`src/rtl/gray_counter.sv`:
```
// Up/down counter holding binary state with registered binary and Gray views, Gray-coded load and terminal count.
// Define GRAY_COUNTER_SAT_EN to saturate at the bounds instead of wrapping.
module gray_counter #(
    parameter int          WIDTH     = 4,
    parameter int unsigned MAX_COUNT = (2**WIDTH) - 1
) (
    input  logic             clk,
    input  logic             rst_n,
    input  logic             en,
    input  logic             up_dn,
    input  logic             load,
    input  logic [WIDTH-1:0] load_gray,
    output logic [WIDTH-1:0] bin_q,
    output logic [WIDTH-1:0] gray_q,
    output logic             tc,
    output logic             load_err
);

    localparam logic [WIDTH-1:0] MAX_V = WIDTH'(MAX_COUNT);

    logic [WIDTH-1:0] load_bin;
    logic [WIDTH-1:0] bin_d;
    logic             tc_d;
    logic             load_err_d;

    // Binary bit i is the XOR of every Gray bit from i up to the MSB.
    always_comb begin
        load_bin = '0;
        for (int i = 0; i < WIDTH; i++) begin
            load_bin[i] = ^(load_gray >> i);
        end
    end

    always_comb begin
        bin_d      = bin_q;
        tc_d       = 1'b0;
        load_err_d = 1'b0;
        if (load) begin
            if (load_bin > MAX_V) begin
                bin_d      = MAX_V;
                load_err_d = 1'b1;
            end else begin
                bin_d = load_bin;
            end
        end else if (en) begin
            if (up_dn) begin
                if (bin_q == MAX_V) begin
                    tc_d = 1'b1;
`ifdef GRAY_COUNTER_SAT_EN
                    bin_d = MAX_V;
`else
                    bin_d = '0;
`endif
                end else begin
                    bin_d = bin_q + 1'b1;
                end
            end else begin
                if (bin_q == '0) begin
                    tc_d = 1'b1;
`ifdef GRAY_COUNTER_SAT_EN
                    bin_d = '0;
`else
                    bin_d = MAX_V;
`endif
                end else begin
                    bin_d = bin_q - 1'b1;
                end
            end
        end
    end

    // Gray is encoded from the next binary value so both views come straight off flops.
    always_ff @(posedge clk) begin
        if (!rst_n) begin
            bin_q    <= '0;
            gray_q   <= '0;
            tc       <= 1'b0;
            load_err <= 1'b0;
        end else begin
            bin_q    <= bin_d;
            gray_q   <= bin_d ^ (bin_d >> 1);
            tc       <= tc_d;
            load_err <= load_err_d;
        end
    end

endmodule

```
`config.mk`:
```
export PLATFORM = sky130hd
export DESIGN_NAME = gray_counter
export DESIGN_NICKNAME = d
export VERILOG_FILES = /design/src/rtl/gray_counter.sv
export SDC_FILE = /design/constraint.sdc
export NUM_CORES = 1
export LEC_CHECK = 0
export CAP_MARGIN = 20
export CELL_PAD_IN_SITES_DETAIL_PLACEMENT = 1
export CELL_PAD_IN_SITES_GLOBAL_PLACEMENT = 1
export CORE_MARGIN = 4
export CORE_UTILIZATION = 31
export CTS_CLUSTER_DIAMETER = 150
export CTS_CLUSTER_SIZE = 20
export DETAILED_ROUTE_END_ITERATION = 8
export GPL_TIMING_DRIVEN = 0
export PLACE_DENSITY = 0.76
export SLEW_MARGIN = 20
export SYNTH_ARGS = -nofsm -noshare
export SYNTH_HDL_FRONTEND = slang
export SYNTH_SLANG_ARGS = --single-unit
```
`constraint.sdc`:
```
create_clock -name clk -period 2.2 [get_ports clk]
set_input_delay 0.44 -clock clk [delete_from_list [all_inputs] [get_ports clk]]
set_output_delay 0.44 -clock clk [all_outputs]
set_load 0.05 [all_outputs]
```
# [Yosys cells after proc, flatten, opt, wreduce, memory -nomap -nowiden]
# Index checks and enable logic that the tools add are counted.
[classes] addsub=2 n_lt_le_gt_ge=1 n_eq_ne=1 n_mux=10 bitwise_logic=3 reduce_logical=7
[op_table] operator="2-to-1 mux 4 bit" n=6
[op_table] operator="XOR reduction 4 bit" n=4
[op_table] operator="adder 4 x 1 -> 4 bit, second input constant" n=1
[op_table] operator="== test 4 bit, second input constant" n=1
[op_table] operator="greater-than comparator 4 bit, second input constant" n=1
[op_table] operator="zero test 4 bit" n=1
[op_table] operator="2-to-1 mux 1 bit" n=4
[op_table] operator="subtractor 4 x 1 -> 4 bit, second input constant" n=1
[op_table] operator="bitwise XOR 4 x 3 -> 4 bit" n=1
[op_table] operator="OR reduction 3 bit" n=1
[op_table] operator="NOT 1 bit" n=2
[op_table] operator="AND reduction 2 bit" n=1
[totals] reg_bits=10 input_bits=9 output_inout_bits=10

# [Longest topological paths before layout]
# Gate-level depths: netlist of run 1.
[logic_depth] ltp_word=6 depth_mapped=7 ltp_nobuf=7

# [Least setup slack after synthesis of run 1]
# No wires, ideal clock.
[synth_timing] path_kind="reg-to-reg" startpoint="reg bin_q[0]" endpoint="reg gray_q[1]" arrival_ns=2.141 setup_slack_ns=-0.056 stages_incl_launch_ff=8 period_less_slack_ns=2.256 path_cell_list="dfxtp_1 inv_1 ha_1 mux2_4 and3_4 o41ai_2 xor2_1 and2_1"
[synth_via] elab_chain_len=6 word_cells_on_any_way=10 cone_classes="2 x add/sub; 1 x eq/ne; 5 x mux; 1 x bitwise; 1 x reduce/logical"
[synth_lines] item="start, declared" line="13" rtl="output logic [WIDTH-1:0] bin_q,"
[synth_lines] item="start signal, assigned" line="80" rtl="bin_q <= bin_d;"
[synth_lines] item="subtractor 4 x 1 -> 4 bit, or another cell as far along" line="66" rtl="bin_d = bin_q - 1'b1;"
[synth_lines] item="2-to-1 mux 4 bit, on equally long branches" line="58, 47"
[synth_lines] item="2-to-1 mux 4 bit (*)" line="46" rtl="if (up_dn) begin"
[synth_lines] item="2-to-1 mux 4 bit (*)" line="45" rtl="end else if (en) begin"
[synth_lines] item="2-to-1 mux 4 bit (*)" line="38" rtl="if (load) begin"
[synth_lines] item="bitwise XOR 4 x 3 -> 4 bit (*)" line="81" rtl="gray_q <= bin_d ^ (bin_d >> 1);"
[synth_lines] item="end signal, assigned" line="81"
[synth_lines] item="end, declared" line="14" rtl="output logic [WIDTH-1:0] gray_q,"
# Every way passes the cells marked *; elsewhere a longest branch is shown, timed or not.
# A chain may end at the register's enable or synchronous reset.

# [Worst setup path in the final report of run 1]
[layout_timing] startpoint="in up_dn" endpoint="reg gray_q[2]"
[layout_via] elab_chain_len=4
[layout_lines] item="start, declared" line="10" rtl="input logic up_dn,"
[layout_lines] item="2-to-1 mux 4 bit" line="46"
[layout_lines] item="2-to-1 mux 4 bit" line="45"
[layout_lines] item="2-to-1 mux 4 bit" line="38"
[layout_lines] item="bitwise XOR 4 x 3 -> 4 bit" line="81"
# No other way between the ends.

==> results of run 1 <==
-- how the worst min path moves through the flow --
stage               end  cells after the start  slack (ns)
3_5_place_dp         tc                      2        0.62
6_report             tc                      3        0.57
2_1_floorplan  bin_q[0]                      1        0.56
3_3_place_gp         tc                      2        0.61
5_1_grt              tc                      3        0.60
4_1_cts              tc                      3        0.56
-- placed cells by master, fill, tap and decap left out, drive strengths merged, types with 2 or more instances in the layout --
master / count
buf: 2
a21oi: 3
xor2: 6
nor2b: 2
inv: 3
nor2: 3
ha: 3
clkdlybuf4s50: 15
and2: 7
nand2: 2
nand3: 2
dfxtp: 8
clkbuf: 5
nand4: 2
a211oi: 2
-- synthesized netlist by cell type --
cell type and instances:
xnor3_1 1, conb_1 1, nor2_1 3, inv_1 3, xor2_1 6, or3_1 1
o31ai_1 1, nor2b_1 2, and2_1 6, nand2_1 2, nand3_1 2, o21bai_1 1
a21oi_1 3, and2_2 1, mux2_4 1, xnor2_1 1, a31o_2 1, buf_4 2
dfxtp_1 8, clkbuf_1 2, and3_4 1, o41ai_2 1, a311oi_1 1, nand2b_1 1
ha_1 3, nand4_1 2, a211oi_1 2, a221oi_1 1, o21ai_0 1
-- worst min-delay path: stages --
cell and delay, ns:
clkbuf_1 0.17, nand2_1 0.10, a211oi_1 0.05
-- logic make-up (layout without fill, tap and decap cells) --
group / count (synthesis) / count (layout) / share of synthesized area, %
XOR/XNOR: 8 / 8 / 15.3
adder cells (fa/ha/maj): 3 / 3 / 6.83
multiplexers: 1 / 1 / 2.73
AND/OR/NAND/NOR: 21 / 21 / 22.3
AO/OA/AOI/OAI: 12 / 12 / 16.9
other: 1 / 1 / 0.683
buffers and inverters: 7 / 25 / 6.15
flip-flops: 8 / 8 / 29.2
-- power groups by stage --
stage / sequential, mW / clock (mW) / combinational, mW
2_1_floorplan: 0.246 / 0 / 0.104
3_3_place_gp: 0.187 / 0 / 0.231
3_5_place_dp: 0.187 / 0 / 0.236
4_1_cts: 0.184 / 0.114 / 0.237
5_1_grt: 0.187 / 0.120 / 0.252
6_report: 0.183 / 0.110 / 0.234
-- cell type report --
cell class,count,area share [%]
Tap cell,24,3.98
Timing Repair Buffer,15,19.9
Clock buffer,3,2.99
Buffer,4,2.99
Multi-Input combinational cell,46,47.1
Inverter,3,1.49
Sequential cell,8,21.6
-- stage by stage --
step / power (mW) / instances / setup TNS (ns)
detailed placement: 0.424 / 100 / -0.430
global route: 0.559 / 103 / 0
global placement: 0.418 / 100 / -0.401
floorplan: 0.350 / 61 / 0
CTS: 0.535 / 103 / 0
finish: 0.527 / 103 / 0
-- per-layer routing --
layer / vias to the layer above / GRT usage (%)
li1: 245 / -
met3: 0 / 1.51
met1: 232 / 13.0
met4: 0 / 8.29
met2: 16 / 15.7
met5: - / 0
-- sequential cells by signal, summed over array words and instances (netlist names) --
register	count
bin_q	4
gray_q	3
tc	1
==> flow_summary.ini, run 1 <==
[outcome]
status = finished, final reports clean

[routing]
firstDrtPassIters = 4
ant_nets = 0
wl_met2_um = 588
met1_length_um = 547
num_vias = 493
routedWlPerCell_um = 11.7
wl_um = 1200
routed_via_density = 4.79
top_layer_used = met3
drt_iter0_drc = 6
route.detailed.drc = 0
wl_met3_um = 68

[final_layout]
n_antenna_cell = 0
final.fill_count = 192
multi_input_area_sq_um = 355
finalInstanceArea_sq_um = 754
drive_gt1_share_pct = 15.2
syn_to_final_growth_pct = 37.4
finalNetCount = 93
post-route-util_pct = 47.3
seqCellArea_sq_um = 163

[setup_path]
ff2ff_setup_slack_ns = 0.24
cp.depth = 6
required_ns = 2.34
crit_buf_inv = 1
rr_startpoint = bin_q[0]
crit_chain = clkdlybuf4s50_1 -> mux2_4 -> and3_4 -> o41ai_2 -> xor2_1 -> and2_1
endpoint = gray_q[2]
crit_fanout = 5
cp_slowest_stage_delay_ns = 0.59
ff2ff_path_depth = 7
worstPathArrival_ns = 2.26
cp-startpoint = up_dn
crit_type = in -> reg
cp_top_family = buffers and inverters
critPathCaptureType = register
startpoint_type = input pin
r2r_end = gray_q[2]
crit_slowest_cell = clkdlybuf4s50_1

[grt]
grt-ovfl-total = 0
grt_pass1_vias = 454
antenna_found_initial = 0
grt_pass1_wl_um = 1970
grtUsageTotal_pct = 10.4
grt_max_degree = 10

[flow_run]
cap_violations = 0

[clocking]
post_cts_buffers = 0
clock_latency_ns = 0.25
clk_transition_reported_paths_ns = 0.05
hold_buffers = 0
cts_max_path_buffers = 2
cts_buffers = 3
cts_sinks = 8
post_cts_resized = 0
clockRootBuffer = clkbuf_4
cts_tree = yes
htree_num_levels = 1

[pwr]
p_leak_nw = 0.315
p_switching_uw = 202
ir_drop_mv = 0.241
p_per_area_nw_per_um2 = 699
p_sw_share_pct = 38.3
clock_power_share_pct = 20.9
seq_power_share_pct = 34.8
comb_power_share_pct = 44.3
p_int_uw = 325

[floorplanning]
dieArea_sq_um = 2510
num_rows = 14
coreArea_sq_um = 1590
die_h_um = 50.1
ios = 19
start_util_pct = 34.5
die_w_um = 50.1

[place]
dp_slack_ns = -0.185
gp_congestion = 0.669
numPortBuffers = 15
placed_cell_area_sq_um = 732
hpwl_um = 973

[hold_path]
hold_start = en
hold_class = in -> reg

[logic_synthesis]
synthesis.nets = 73
seq_area_frac_synth_pct = 29.2
yosys.cell_types.count = 29
synthCells = 61
yosys.area.top_type = dfxtp_1
yosysWarnings = 0
synth_top_area_share_pct = 29.2
ys_ff_latch = 8
avgSynthCellArea_sq_um = 9.00
syn_area_sq_um = 549
synthTopCellsByArea = dfxtp_1 29%, xor2_1 9.6%, and2_1 6.8%, ha_1 6.8%, xnor3_1 4.1%

[timing]
setup-violations-final = 0
skew_ns = 0.000979
period_share_pct = 96.2
slew-limit-headroom_pct = 66.2
setup_ws_ns = 0.0833
holdWs_ns = 0.566
tightest_slew_ns = 0.506
rsz0062_at_grt = false
hold_viol_final = 0
final.min_clock_period_ns = 2.12
final_max_slew_viol_count = 0
max_freq_mhz = 472
No activity file was read; power rests on OpenSTA's default activity.
==> run 2, diff against run 1 <==
--- a/config.mk
+++ b/config.mk
@@ -8,13 +8,16 @@
 export CAP_MARGIN = 20
 export CELL_PAD_IN_SITES_DETAIL_PLACEMENT = 1
 export CELL_PAD_IN_SITES_GLOBAL_PLACEMENT = 1
+export CORE_ASPECT_RATIO = 0.8
 export CORE_MARGIN = 4
-export CORE_UTILIZATION = 31
+export CORE_UTILIZATION = 33
+export CTS_BUF_LIST = sky130_fd_sc_hd__clkbuf_4 sky130_fd_sc_hd__clkbuf_8
 export CTS_CLUSTER_DIAMETER = 150
 export CTS_CLUSTER_SIZE = 20
 export DETAILED_ROUTE_END_ITERATION = 8
 export GPL_TIMING_DRIVEN = 0
-export PLACE_DENSITY = 0.76
+export PLACE_DENSITY = 0.8
+export REMOVE_ABC_BUFFERS = 1
 export SLEW_MARGIN = 20
 export SYNTH_ARGS = -nofsm -noshare
 export SYNTH_HDL_FRONTEND = slang
==> run 2 against run 1 <==
- via count fell by 5.3%
- count of clock-buffer cells in the layout unchanged
- fmax shrank 1.9%
- cell count fell by 4.9%
- wire length is 1.3% lower
- total power rose by 0.34%
==> flow_summary.ini, run 2 (synthesized netlist as in run 1, its figures left out) <==
[floorplanning]
start_util_pct = 37.3
ios = 19
die_w_um = 53.6
die_h_um = 44.5
num_rows = 12
dieArea_sq_um = 2390
coreArea_sq_um = 1470

[clocking]
cts_max_path_buffers = 2
clock_latency_ns = 0.25
hold_buffers = 0
cts_sinks = 8
clk_transition_reported_paths_ns = 0.06
clockRootBuffer = clkbuf_4
cts_tree = yes
cts_buffers = 3
htree_num_levels = 1

[setup_path]
ff2ff_path_depth = 7
crit_slowest_cell = clkdlybuf4s50_1
crit_chain = clkdlybuf4s50_1 -> mux2_4 -> and3_4 -> o41ai_2 -> xor2_1 -> and2_1
crit_type = in -> reg
startpoint_type = input pin
cp-startpoint = up_dn
cp_slowest_stage_delay_ns = 0.59
ff2ff_setup_slack_ns = 0.13
endpoint = gray_q[1]
worstPathArrival_ns = 2.30
critPathCaptureType = register
rr_startpoint = bin_q[1]
r2r_end = gray_q[1]
required_ns = 2.35
crit_fanout = 5

[grt]
grt_pass1_vias = 445
grt-ovfl-total = 0
grtUsageTotal_pct = 12.0
grt_pass1_wl_um = 2060
antenna_found_initial = 0
grt_max_degree = 10

[routing]
num_vias = 467
route.detailed.drc = 0
ant_nets = 0
routed_via_density = 4.77
wl_um = 1190
firstDrtPassIters = 4
drt_iter0_drc = 4
routedWlPerCell_um = 12.1

[timing]
max_freq_mhz = 463
hold_viol_final = 0
setup-violations-final = 0
tightest_slew_ns = 0.505
period_share_pct = 98.1
holdWs_ns = 0.602
slew-limit-headroom_pct = 66.2
final.setup.tns_ns = 0
final_max_slew_viol_count = 0
skew_ns = 0.00201
final.min_clock_period_ns = 2.16

[flow_run]
cap_violations = 0

[final_layout]
syn_to_final_growth_pct = 36.0
multi_input_area_sq_um = 355
finalNetCount = 91
top_register = bin_q
seqCellArea_sq_um = 161
fin_cells = 98
final_cell_mix = 17 x clkdlybuf4s50_1, 7 x dfxtp_1, 6 x and2_1, 6 x xor2_1
n_antenna_cell = 0
layout_commonest_cell = clkdlybuf4s50_1
drive_gt1_share_pct = 11.7
reg_top3 = bin_q: 4 flops, gray_q: 3 flops, tc: 1 flops
final.fill_count = 179
largest_reg_flops = 4

[outcome]
status = finished, final reports clean

[place]
gp_congestion = 0.815
hpwl_um = 938
place_inst = 95
numPortBuffers = 17

[hold_path]
hold_class = reg -> reg

[pwr]
p_leak_nw = 0.309
ir_drop_mv = 0.279
p_per_area_nw_per_um2 = 708
==> run 2: worst min-delay path by stage <==
stage / from / to / cells past startpoint
global placement: bin_q[3] / tc / 2
CTS: bin_q[3] / tc / 2
global route: bin_q[3] / tc / 2
detailed placement: bin_q[3] / tc / 2
floorplan: load / tc / 1
finish: bin_q[3] / tc / 2
==> run 2: cell type report <==
class / instances / area share (%)
multi-input combinational: 46 / 47.6
timing repair buffer: 17 / 22.8
sequential: 8 / 21.6
tap: 21 / 3.52
clock buffer: 3 / 3.02
inverter: 3 / 1.51
==> run 2: critical path: cells and delay by family <==
kind / cells / cell delay, ns
muxes: 1 / 0.33
AOI/OAI and AO/OA: 1 / 0.46
and+or+nand+nor: 2 / 0.35
buffers and inverters: 1 / 0.59
xor gates and xnor gates: 1 / 0.13
==> run 2: through the flow <==
stage / area (sq um) / power [mW] / utilization, % / setup WS (ns)
3_3_place_gp: 723 / 0.415 / 49.1 / -0.179
3_5_place_dp: 723 / 0.419 / 49.1 / -0.201
4_1_cts: 746 / 0.534 / 50.7 / 0.0515
5_1_grt: 747 / 0.566 / 50.8 / -0.00928
6_report: 747 / 0.529 / 50.8 / 0.0422
2_1_floorplan: 527 / 0.342 / - / -0.0563
==> run 2: per-layer routing <==
metal / track usage (%) / vias up / share of wire, %
li1: - / 242 / -
met2: 18.8 / 21 / 43
met5: 0 / - / 0
met3: 6.40 / 0 / 9.3
met4: 1.53 / 0 / 0
met1: 14.8 / 204 / 47
==> run 2: power breakdown <==
group          leakage (nW)  internal [mW]  switching [mW]
combinational         0.229         0.0979           0.135
sequential           0.0666          0.164          0.0194
clock                0.0138         0.0625          0.0508
total                 0.309          0.324           0.205
==> run 2: what timing repair did <==
action | CTS | global route
resized for setup | 0 | 1
buffers inserted | 0 | 0
endpoints found under the setup margin | 0 | 2
